`src/rtl/melody_sequencer.sv`:
```
// rtl/melody_sequencer.sv - steps an 8-note melody ROM for REPEAT passes
// and drives the square-wave tone generator's on/sound inputs.
module melody_sequencer #(
  parameter int BEAT_CYCLES = 12_500_000,
  parameter int GAP_CYCLES  = 1_000_000,
  parameter int REPEAT      = 3
) (
  input  logic        clk,
  input  logic        rst_n,
  input  logic        start,
  input  logic        stop,
  output logic        on,
  output logic [19:0] sound,
  output logic        busy,
  output logic        done,
  output logic [2:0]  note_idx
);

  localparam int MAXD = (4 * BEAT_CYCLES > GAP_CYCLES) ? 4 * BEAT_CYCLES : GAP_CYCLES;
  localparam int CW   = $clog2(MAXD + 1);
  localparam logic [CW-1:0] BEAT     = CW'(BEAT_CYCLES);
  localparam logic [CW-1:0] GAP_LAST = CW'(GAP_CYCLES - 1);
  localparam logic [3:0]    LAST_PASS = 4'(REPEAT - 1);

  typedef enum logic [1:0] {IDLE, PLAY, GAP} state_t;

  state_t        state;
  logic [CW-1:0] cnt;
  logic [3:0]    pass;
  logic [CW-1:0] play_last;
  logic [2:0]    next_idx;

  function automatic logic [19:0] rom_sound(input logic [2:0] i);
    case (i)
      3'd0:    return 20'd95555;
      3'd1:    return 20'd85130;
      3'd2:    return 20'd75841;
      3'd3:    return 20'd95555;
      3'd4:    return 20'd75841;
      3'd5:    return 20'd0;
      3'd6:    return 20'd63775;
      default: return 20'd47777;
    endcase
  endfunction

  function automatic logic [2:0] rom_beats(input logic [2:0] i);
    case (i)
      3'd4, 3'd6: return 3'd2;
      3'd7:       return 3'd4;
      default:    return 3'd1;
    endcase
  endfunction

  assign play_last = CW'(rom_beats(note_idx)) * BEAT - CW'(1);
  assign next_idx  = note_idx + 3'd1;

  always_ff @(posedge clk or negedge rst_n) begin
    if (!rst_n) begin
      state    <= IDLE;
      cnt      <= '0;
      pass     <= '0;
      on       <= 1'b0;
      sound    <= '0;
      busy     <= 1'b0;
      done     <= 1'b0;
      note_idx <= '0;
    end else begin
      done <= 1'b0;
      if (stop && state != IDLE) begin
        state    <= IDLE;
        cnt      <= '0;
        pass     <= '0;
        on       <= 1'b0;
        sound    <= '0;
        busy     <= 1'b0;
        note_idx <= '0;
      end else begin
        case (state)
          IDLE: begin
            if (start && !stop) begin
              state    <= PLAY;
              cnt      <= '0;
              pass     <= '0;
              note_idx <= '0;
              sound    <= rom_sound(3'd0);
              on       <= |rom_sound(3'd0);
              busy     <= 1'b1;
            end
          end
          PLAY: begin
            if (cnt == play_last) begin
              state <= GAP;
              on    <= 1'b0;
              cnt   <= '0;
            end else begin
              cnt <= cnt + CW'(1);
            end
          end
          GAP: begin
            if (cnt == GAP_LAST) begin
              cnt <= '0;
              // Next note loads on the same edge the gap ends: no bubble cycle.
              if (note_idx != 3'd7) begin
                state    <= PLAY;
                note_idx <= next_idx;
                sound    <= rom_sound(next_idx);
                on       <= |rom_sound(next_idx);
              end else if (pass != LAST_PASS) begin
                state    <= PLAY;
                pass     <= pass + 4'd1;
                note_idx <= '0;
                sound    <= rom_sound(3'd0);
                on       <= |rom_sound(3'd0);
              end else begin
                state    <= IDLE;
                pass     <= '0;
                done     <= 1'b1;
                busy     <= 1'b0;
                sound    <= '0;
                note_idx <= '0;
              end
            end else begin
              cnt <= cnt + CW'(1);
            end
          end
          default: state <= IDLE;
        endcase
      end
    end
  end

endmodule

```
`config.mk`:
```
export PLATFORM = sky130hd
export DESIGN_NAME = melody_sequencer
export DESIGN_NICKNAME = d
export VERILOG_FILES = /design/src/rtl/melody_sequencer.sv
export SDC_FILE = /design/constraint.sdc
export NUM_CORES = 1
export LEC_CHECK = 0
export BUFFER_PORTS_ARGS = -buffer_cell sky130_fd_sc_hd__clkbuf_2
export CORE_MARGIN = 2
export CORE_UTILIZATION = 45
export CTS_BUF_LIST = sky130_fd_sc_hd__clkbuf_4
export DETAILED_ROUTE_END_ITERATION = 10
export PLACE_DENSITY = 0.64
export SETUP_SLACK_MARGIN = 0.4
export SLEW_MARGIN = 20
export SYNTH_ARGS = -nofsm -noshare
export SYNTH_HDL_FRONTEND = slang
export SYNTH_SLANG_ARGS = --single-unit
```
`constraint.sdc`:
```
create_clock -name clk -period 3.3 [get_ports clk]
set_input_delay 0.165 -clock clk [delete_from_list [all_inputs] [get_ports clk]]
set_output_delay 0.165 -clock clk [all_outputs]
set_load 0.02 [all_outputs]
```
# After elaboration in Yosys (flattened, before gate mapping)
# Cells that the tools add are included.
# word_totals
reg_bits	58
in_bits	4
wordCells	104
# op_classes
n_addsub	4
n_mul	1
n_eq_ne	21
muxes	52
reduce_logical	18
# ops
operator	count
$mux 20	8
$mux 26	4
$pmux 17 s5	1
$pmux 26 s3	1
$pmux 20 s2	1
$add 26x1->26 const B	1
$eq 26x20->1 const B	1
$eq 26x26->1	1
$sub 26x1->26 const B	1
$mul 3x19->21 const B	1
$mux 4	5
$reduce_or 20->1	1
$eq 3x3->1 const B	6
$ne 3x3->1 const B	6
$mux 1	17
$mux 17	1
$mux 3	4
$pmux 3 s2	2
$reduce_and 5->1	2
$mux 2	4
$pmux 4 s2	1
$eq 3x2->1 const B	2
$pmux 2 s3	1
$reduce_and 3->1	2
19 further kinds	22

# Longest topological paths before layout
# Gate-level depths: netlist (run 1).
# depth
word_depth	13
mapped_depth	11
mapped_depth_nobuf	8

# Worst setup path before layout (run 1)
# OpenSTA, ideal clock, no wires.
# synth_path
path_kind	register -> register
from	reg note_idx[0]
to	reg cnt[12]
setup_ps	82
arrival_time_ps	2418
slack_ps	800
stages_incl_launch_ff	12
path_cell_list	dfrtp_1 ha_1 ha_1 clkbuf_1 clkbuf_1 o21ai_0 o2111ai_1 nand3_1 nand4_4 buf_1 nand3_1 a31oi_1
# synth_via
elab_chain_len	9
word_cells_on_any_way	11
classes_between	add/sub: 1; mul: 1; eq/ne: 4; mux: 4; reduce/logical: 1
# synth_rtl
item	line	source
start, declared	16	output logic [2:0] note_idx
start signal, assigned	105	note_idx <= next_idx;
$eq 3x3->1	47	case (i)
$reduce_or 2->1	47	
$pmux 3 s2 *	47	
$mul 3x19->21 *	54	assign play_last = CW'(rom_beats(note_idx)) * BEAT - CW'(1);
$sub 26x1->26 *	54	
$eq 26x26->1 *	91	if (cnt == play_last) begin
$mux 26 *	91	
$pmux 26 s3 *	78	case (state)
$mux 26 *	69	if (stop && state != IDLE) begin
end signal, assigned	96	cnt <= cnt + CW'(1);
end signal, assigned	123	cnt <= cnt + CW'(1);
end, declared	28	logic [CW-1:0] cnt;
# Every way passes the cells marked *; elsewhere a longest branch is shown, timed or not.
# A chain may end at the register's enable or synchronous reset.

# Final worst setup path (run 1)
# layout_path
from	reg note_idx[0]
to	reg cnt[11]
# The elaborated chain is that of the path after synthesis.

==> out/qor.yml, run 1 <==
status:
  status: "finished, final reports clean"
routing:
  drt_iter0_drc: 194
  drc: 0
  wl_mm: 8.196
  vias_per_cell: 5.946
  via_count: 3062
  dr.pass1.iters: 5
  wl_per_cell_um: 15.91
  drtAntennaViolNets: 0
synthesis:
  synth.most_common_cell: "dfrtp_1"
  ys.flop_type: "dfrtp_1"
  synth-seq-area-share_pct: 36.44
  synth_seq_cells: 51
  avgSynthCellArea_um2: 8.799
  synth-async-reset-ratio_pct: 100.0
  synthCells: 398
  synth.area.top_cells: "dfrtp_1 (36%), a31oi_1 (6.8%), ha_1 (5.0%)"
  ys_warn_count: 0
  synth_edf_count: 0
  yosysTopAreaCellShare_pct: 36.44
  synthTopCellsByCount: "dfrtp_1 (51), a31oi_1 (38), o21ai_0 (31)"
  ys_types: 69
  yosys.area.top_type: "dfrtp_1"
  syn_area_um2: 3502
critical_path:
  critPathCaptureType: "flop"
  worstPathArrival_ns: 2.94
  crit_path_max_incr_delay_ns: 0.53
  crit_buf_inv: 2
  cp.required_ns: 3.55
  slowest_stage: "dfrtp_1"
  critical-path-top-delay-family: "compound AO/OA/AOI/OAI gates"
  crit_chain: "inv_1 -> ha_1 -> o211a_1 -> a211oi_1 -> and4bb_2 -> nand4_4 -> buf_4 -> nand4_1 -> o311ai_0"
  startpoint_type: "flop"
  crit_type: "flop to flop"
  cp_max_fo: 20
grt:
  grt_first_pass_wirelength_mm: 13.83
  grt_start_max_net_pins: 29
  gr-usage-all-layers_pct: 19.81
  grt_pass1_vias: 2863
  grt_overflow: 0
  antenna_found_initial: 0
final_layout:
  n_antenna_cell: 0
  nets: 430
  fillers: 736
  area_growth_pct: 6.252
  finish.utilization_pct: 48.66
  final_cells: 515
  layout-drive-gt1-share_pct: 16.22
floorplanning:
  die_h_um: 92.22
  pin_count: 30
  core_um2: 7647
  die_w_um: 92.22
  rows: 32
  initial_core_util_pct: 45.80
  die_area_um2: 8505
cts:
  htreeDepth: 2
  root_buffer: "clkbuf_4"
  cts_buffers: 5
  cts_sinks: 51
  clk_latency_ns: 0.38
  cts_tree: "built"
  clk_pin_slew_worst_paths_ns: 0.16
  clock_path_buffers: 2
sta:
  hold_viol: 0
  relSlewSlack_pct: 57.62
  timing.fmax_ghz: 0.3720
  worstMarginPinSlew_ns: 0.6358
  fin_worst_skew_ns: 0.01166
  finalSetupTns_ns: 0
  finalSetupViolations: 0
  fin_crit_sh_pct: 81.45
  finalCriticalPeriod_ns: 2.688
  drv_slew: 0
  grt_setup_unrepaired: "no"
placement:
  dp_cells: 506
  finalWeightedCongestion: 0.9020
  numPortBuffers: 26
  dp_hpwl_mm: 6.043
pwr:
  sw_frac_of_total_pct: 43.48
  power_density_nw_per_um2: 503.2
  internal_power_mw: 1.058
  peakVddDrop_v: 0.0001948
  pwr-share-seq_pct: 40.4
  switching_power_mw: 0.8141
  p_leak_nw: 1.605
  p_clk_share_pct: 15.5
  power.total_mw: 1.872
  comb_power_share_pct: 44.1
flow_run:
  drv_cap: 0
min_path:
  hp-class: "primary input to flop"
-- final timing paths --
path,start,endpoint,slack (ns),cells after the start
setup / recovery,note_idx[0]$_DFFE_PN0P_,cnt[11]$_DFFE_PN0P_,0.61,9
hold / removal,start,state[0]$_DFFE_PN0P_,0.22,5
setup reg to reg,note_idx[0]$_DFFE_PN0P_,cnt[11]$_DFFE_PN0P_,0.61,9
hold reg to reg,sound[7]$_DFFE_PN0P_,sound[7]$_DFFE_PN0P_,0.52,2
max in group asynchronous,rst_n,cnt[18]$_DFFE_PN0P_,2.19,3
min in group asynchronous,rst_n,sound[15]$_DFFE_PN0P_,0.30,2
-- layout make-up --
type	count	area [um2]	area share [%]
Multi-Input combinational cell	295	1958	52.62
Sequential cell	51	1276	34.30
Timing Repair Buffer	38	222.7	5.985
Tap cell	102	127.6	3.430
Inverter	21	78.83	2.118
Clock buffer	5	37.54	1.009
Clock inverter	3	20.02	0.5380
-- cell usage in the layout (no fill, tap or decap), types with 11 or more instances in the layout --
| cell | netlist | final |
|---|---|---|
| ha_1 | 14 | 13 |
| nand4_1 | 15 | 15 |
| nand3b_1 | 14 | 14 |
| clkbuf_2 | 1 | 26 |
| a31oi_1 | 38 | 38 |
| inv_1 | 21 | 21 |
| and3_1 | 14 | 14 |
| nand2_1 | 25 | 25 |
| buf_4 | 7 | 11 |
| dfrtp_1 | 51 | 51 |
| nor2_1 | 21 | 21 |
| o21ai_0 | 31 | 31 |
| nand3_1 | 16 | 16 |
-- worst reg2reg max path: cells and delay by family, from the launching register on --
family | cells | cell delay, ns
buffers and inverters | 2 | 0.42
flip-flops | 1 | 0.53
AND/OR/NAND/NOR | 3 | 0.62
adder cells (fa/ha/maj) | 1 | 0.31
AO/OA/AOI/OAI | 3 | 0.71
-- repair_timing --
action                                 in CTS  in global routing
setup endpoints to repair                   0                 25
buffers inserted                            0                  0
endpoints found under the hold margin      23                  0
hold buffers                                1                  0
resized for setup                           0                  3
-- stage by stage --
step                      hold slack, ns  setup slack, ns  cell area [um2]
after floorplan                  -0.1306           0.8004             3510
after global placement            0.1973           0.5685             3647
after detailed placement          0.2062           0.5457             3647
after CTS                         0.2176           0.4834             3715
after global routing              0.2479           0.4227             3721
final                             0.2189           0.6120             3721
-- power by group through the flow --
| stage | logic [mW] | registers, mW | clock network [mW] |
|---|---|---|---|
| after global routing | 0.921 | 0.769 | 0.324 |
| after CTS | 0.827 | 0.757 | 0.305 |
| after detailed placement | 0.823 | 0.770 | 0 |
| after global placement | 0.816 | 0.764 | 0 |
| after floorplan | 0.578 | 0.834 | 0 |
| final | 0.826 | 0.756 | 0.290 |
-- routing by layer --
metal  vias to the layer above  part of all wire [%]  track usage, %
met5                         -                     0               0
met4                         0                   1.2           5.473
met3                        10                   3.4           3.369
met2                        64                    48           32.48
met1                      1468                    47           27.03
li1                       1520                     -               -
-- logic make-up (layout without fill, tap and decap cells) --
logic type | Yosys count | count (layout) | share of synthesized area (%)
buffers and inverters | 54 | 67 | 8.039
AO/OA/AOI/OAI | 125 | 125 | 24.04
adder cells (fa/ha/maj) | 14 | 14 | 5.002
AND/OR/NAND/NOR | 149 | 149 | 25.15
multiplexers | 4 | 4 | 1.215
other | 1 | 3 | 0.1071
flip-flops | 51 | 51 | 36.44
-- registers in the layout (all words and copies together), names as in the netlist --
signal,count
busy,1
state,2
pass,4
done,1
cnt,26
sound,13
on,1
note_idx,3
Note: power is estimated with default switching activity, not from simulation.
==> inputs of run 2 (changes only) <==
==> constraint.sdc (replaced) <==
create_clock -name clk -period 2.7 [get_ports clk]
set_input_delay 0.135 -clock clk [delete_from_list [all_inputs] [get_ports clk]]
set_output_delay 0.135 -clock clk [all_outputs]
set_load 0.02 [all_outputs]
==> out/qor.yml, run 2 (same netlist as run 1, synthesis figures left out) <==
status:
  status: "finished, final reports clean"
floorplanning:
  die_w_um: 92.22
  pin_count: 30
  die_area_um2: 8505
  initial_core_util_pct: 45.80
  core_um2: 7647
  die_h_um: 92.22
  rows: 32
critical_path:
  cp-startpoint: "cnt[12]$_DFFE_PN0P_"
  worstPathArrival_ns: 2.68
  critical_path_depth: 8
  reg2reg_to: "cnt[5]$_DFFE_PN0P_"
  slowest_stage: "a2111oi_0"
  crit_chain: "buf_4 -> nand2_1 -> a2111oi_0 -> and4bb_4 -> nand4_4 -> buf_12 -> a31oi_2 -> o21ai_0"
  startpoint_type: "flop"
  crit_path_max_incr_delay_ns: 0.58
  cp.required_ns: 2.96
  worstSetupEndpoint: "cnt[5]$_DFFE_PN0P_"
  critPathCaptureType: "flop"
  critical-path-top-delay-family: "compound AO/OA/AOI/OAI gates"
  crit_type: "flop to flop"
  reg2reg_slack_ns: 0.28
  r2r-start: "cnt[12]$_DFFE_PN0P_"
  cp_max_fo: 6
  crit_buf_inv: 2
  r2r_cells: 8
sta:
  grt_setup_unrepaired: "yes"
  drv_slew: 0
  hold_viol: 0
  finalSetupViolations: 0
  fin_ws_ns: 0.2768
  worstMarginPinSlew_ns: 0.6900
  fin_crit_sh_pct: 89.75
  relSlewSlack_pct: 54.00
  finalSetupTns_ns: 0
  hold_ws_ns: 0.2112
  timing.fmax_ghz: 0.4127
  fin_worst_skew_ns: 0.01714
  finalCriticalPeriod_ns: 2.423
routing:
  dr.pass1.iters: 5
  drc: 0
  drt_iter0_drc: 142
  vias_per_cell: 6.165
  wl_per_cell_um: 17.42
  drtAntennaViolNets: 0
  wl_mm: 9.685
  via_count: 3428
final_layout:
  regMostFlops: "cnt"
  area_growth_pct: 26.94
  layout-drive-gt1-share_pct: 31.28
  final_common_cell: "dfrtp_1"
  n_antenna_cell: 0
  nets: 471
  largest_reg_flops: 26
  fillers: 649
  reg_top3: "cnt (26), sound (13), pass (4)"
  final_cell_mix: "dfrtp_1 (47), buf_4 (41), a31oi_1 (30), o21ai_0 (29), clkbuf_2 (26)"
min_path:
  hp-class: "primary input to flop"
pwr:
  power_density_nw_per_um2: 615.3
  power.total_mw: 2.735
  peakVddDrop_v: 0.0002661
  p_leak_nw: 1.928
cts:
  clk_latency_ns: 0.38
  root_buffer: "clkbuf_4"
  cts_tree: "built"
  clk_pin_slew_worst_paths_ns: 0.14
  clock_path_buffers: 2
  cts_buffers: 5
  cts_sinks: 51
  htreeDepth: 2
grt:
  grt_pass1_vias: 3099
  grt_first_pass_wirelength_mm: 15.01
  grt_overflow: 0
  antenna_found_initial: 0
  gr-usage-all-layers_pct: 21.56
  grt_start_max_net_pins: 26
placement:
  numPortBuffers: 26
  dp_slack_ns: 0.1558
  dp_hpwl_mm: 6.101
  finalWeightedCongestion: 0.9013
flow_run:
  drv_cap: 0
-- run 2: power breakdown --
group / internal [mW] / switching, mW
Clock: 0.299 / 0.255
Combinational: 0.482 / 0.776
Sequential: 0.860 / 0.0620
-- run 2: per-layer routing --
metal	GRT usage (%)	up-vias	routed length (um)
met1	28.53	1651	4146
met4	5.224	0	226
met5	0	-	0
li1	-	1622	-
met2	36.95	127	4819
met3	3.451	28	493
-- run 2: final cells by class --
class | instances | area (um2) | share of cell area [%]
Clock buffer | 6 | 45.04 | 1.013
Clock inverter | 2 | 60.06 | 1.351
Inverter | 21 | 82.58 | 1.858
Multi-Input combinational cell | 298 | 2272 | 51.11
Sequential cell | 51 | 1281 | 28.82
Tap cell | 102 | 127.6 | 2.871
Timing Repair Buffer | 76 | 576.8 | 12.97
-- run 2: timing repair --
item,4_1_cts,5_1_grt
cloned,2,3
hold endpoints to repair,23,0
pin swaps,5,19
gates resized for setup,18,37
hold buffers,1,0
endpoints found under the setup margin,46,46
buffers inserted,11,17
-- run 2: worst min path at each step --
stage / startpoint / endpoint / slack [ns] / cells after the start
4_1_cts: start / state[0]$_DFFE_PN0P_ / 0.18 / 5
6_report: start / state[0]$_DFFE_PN0P_ / 0.21 / 5
2_1_floorplan: rst_n / busy$_DFFE_PN0P_ / -0.16 / 0
3_3_place_gp: rst_n / sound[15]$_DFFE_PN0P_ / 0.20 / 1
3_5_place_dp: rst_n / sound[9]$_DFFE_PN0P_ / 0.21 / 1
5_1_grt: start / state[0]$_DFFE_PN0P_ / 0.23 / 5
-- run 2: worst min-delay path, stage by stage --
cell and delay (ns):
clkbuf_2 0.11, nand2_1 0.07, a21oi_1 0.06, nand4_1 0.09, o211ai_1 0.09
-- run 2: per-stage QoR --
step | cells | instance area [um2] | utilization [%]
2_1_floorplan | 400 | 3578 | -
3_3_place_gp | 514 | 3751 | 49.05
3_5_place_dp | 514 | 3751 | 49.05
4_1_cts | 536 | 4075 | 53.29
5_1_grt | 556 | 4446 | 58.13
6_report | 556 | 4446 | 58.13
==> inputs of run 3 (changes only) <==
--- a/config.mk
+++ b/config.mk
@@ -10,7 +10,6 @@
 export CORE_UTILIZATION = 45
 export CTS_BUF_LIST = sky130_fd_sc_hd__clkbuf_4
 export DETAILED_ROUTE_END_ITERATION = 10
-export PLACE_DENSITY = 0.64
 export SETUP_SLACK_MARGIN = 0.4
 export SLEW_MARGIN = 20
 export SYNTH_ARGS = -nofsm -noshare
==> out/qor.yml, run 3 (same netlist as run 1, synthesis figures left out) <==
critical_path:
  crit_buf_inv: 1
  crit_type: "flop to flop"
  crit_path_max_incr_delay_ns: 0.49
  critical-path-top-delay-family: "simple AND/OR/NAND/NOR gates"
  crit_chain: "ha_4 -> ha_4 -> buf_6 -> nand4bb_1 -> o22ai_1 -> o22a_2 -> nand4_4 -> and4_1 -> a221o_1"
  r2r-start: "note_idx[1]$_DFFE_PN0P_"
  startpoint_type: "flop"
  crit_path_frequent_cell: "ha_4"
  cp.required_ns: 2.98
  cp-startpoint: "note_idx[1]$_DFFE_PN0P_"
  worstPathArrival_ns: 2.55
  critPathCaptureType: "flop"
  slowest_stage: "dfrtp_2"
  cp_max_fo: 7
grt:
  grt_start_max_net_pins: 33
  grt_overflow: 0
  grt_first_pass_wirelength_mm: 14.75
  grt_pass1_vias: 3061
  gr-usage-all-layers_pct: 21.32
  antenna_found_initial: 0
routing:
  drtAntennaViolNets: 0
  wl_per_cell_um: 16.27
  drc: 0
  wl_mm: 8.785
  vias_per_cell: 5.961
  dr.pass1.iters: 5
  drt_iter0_drc: 153
  via_count: 3219
floorplanning:
  core_um2: 7647
  pin_count: 30
  die_area_um2: 8505
  die_w_um: 92.22
  rows: 32
  die_h_um: 92.22
  initial_core_util_pct: 45.80
final_layout:
  area_growth_pct: 16.29
  final_cell_mix: "dfrtp_1 (47), a31oi_1 (38), o21ai_0 (31), buf_4 (29), clkbuf_2 (26)"
  final_common_cell: "dfrtp_1"
  n_antenna_cell: 0
  largest_reg_flops: 26
  reg_top3: "cnt (26), sound (13), pass (4)"
  final_cells: 540
  nets: 455
  fillers: 706
  regMostFlops: "cnt"
  layout-drive-gt1-share_pct: 26.03
cts:
  cts_buffers: 5
  clk_latency_ns: 0.38
  root_buffer: "clkbuf_4"
  cts_tree: "built"
  clk_pin_slew_worst_paths_ns: 0.17
  clock_path_buffers: 2
  htreeDepth: 2
  cts_sinks: 51
sta:
  finalCriticalPeriod_ns: 2.266
  drv_slew: 0
  relSlewSlack_pct: 46.89
  grt_setup_unrepaired: "yes"
  fin_crit_sh_pct: 83.92
  fin_worst_skew_ns: 0.01222
  fin_ws_ns: 0.4343
  timing.fmax_ghz: 0.4414
  hold_viol: 0
  worstMarginPinSlew_ns: 0.7966
  finalSetupTns_ns: 0
  finalSetupViolations: 0
placement:
  numPortBuffers: 26
  dp_hpwl_mm: 6.154
  finalWeightedCongestion: 0.8488
  dp_cells: 515
  dp_slack_ns: 0.1518
pwr:
  p_leak_nw: 1.744
  power_density_nw_per_um2: 591.2
  peakVddDrop_v: 0.0003443
  power.total_mw: 2.408
flow_run:
  drv_cap: 0
min_path:
  hp-class: "primary input to flop"
  worstHoldStart: "start"
status:
  status: "finished, final reports clean"
==> run 3: power breakdown <==
part	switching, mW	total (mW)	internal (mW)
registers	0.0575	0.918	0.860
clock network	0.275	0.380	0.105
logic	0.717	1.11	0.392
==> run 3: area by class of cell <==
class	count	area (um2)	share of cell area, %
Multi-Input combinational cell	296	2098	51.52
Sequential cell	51	1281	31.46
Timing Repair Buffer	62	425.4	10.45
Tap cell	102	127.6	3.134
Inverter	21	78.83	1.935
Clock buffer	5	37.54	0.9217
Clock inverter	3	23.77	0.5837
==> run 3: metrics by stage <==
stage | cell area, um2 | utilization, % | hold WS [ns]
6_report | 4073 | 53.26 | 0.1718
4_1_cts | 3953 | 51.69 | 0.1572
5_1_grt | 4073 | 53.26 | 0.2104
2_1_floorplan | 3578 | - | -0.1606
3_3_place_gp | 3759 | 49.15 | 0.2667
3_5_place_dp | 3759 | 49.15 | 0.2697
==> run 3: worst paths after layout <==
path                                   endpoint  slack, ns  depth (start not counted)
max reg2reg                 cnt[25]$_DFFE_PN0P_       0.43                          9
min                        state[0]$_DFFE_PN0P_       0.17                          5
max in group asynchronous    cnt[6]$_DFFE_PN0P_       1.57                          3
min in group asynchronous  sound[9]$_DFFE_PN0P_       0.34                          2
min reg2reg                    busy$_DFFE_PN0P_       0.53                          2
max                         cnt[25]$_DFFE_PN0P_       0.43                          9
==> run 3: layer usage <==
layer,wire (um),share of wire (%),track usage [%]
met5,0,0,0
met4,88,1.0,6.468
met3,313,3.6,3.287
met2,4371,50,36.40
met1,4011,46,27.85
==> run 3: worst reg2reg max path: cells and delay by family (launching register included) <==
family | cells | cell delay, ns
AOI/OAI and AO/OA | 3 | 0.59
and+or+nand+nor | 3 | 0.61
DFF | 1 | 0.49
adders and majority gates | 2 | 0.36
buffers and inverters | 1 | 0.13
==> run 3: timing repair <==
action,in CTS,in global routing
pin swaps,4,17
gates cloned,0,1
hold endpoints to repair,31,0
gates resized for setup,16,20
endpoints found under the setup margin,44,44
hold buffers,1,0
buffers inserted,7,8
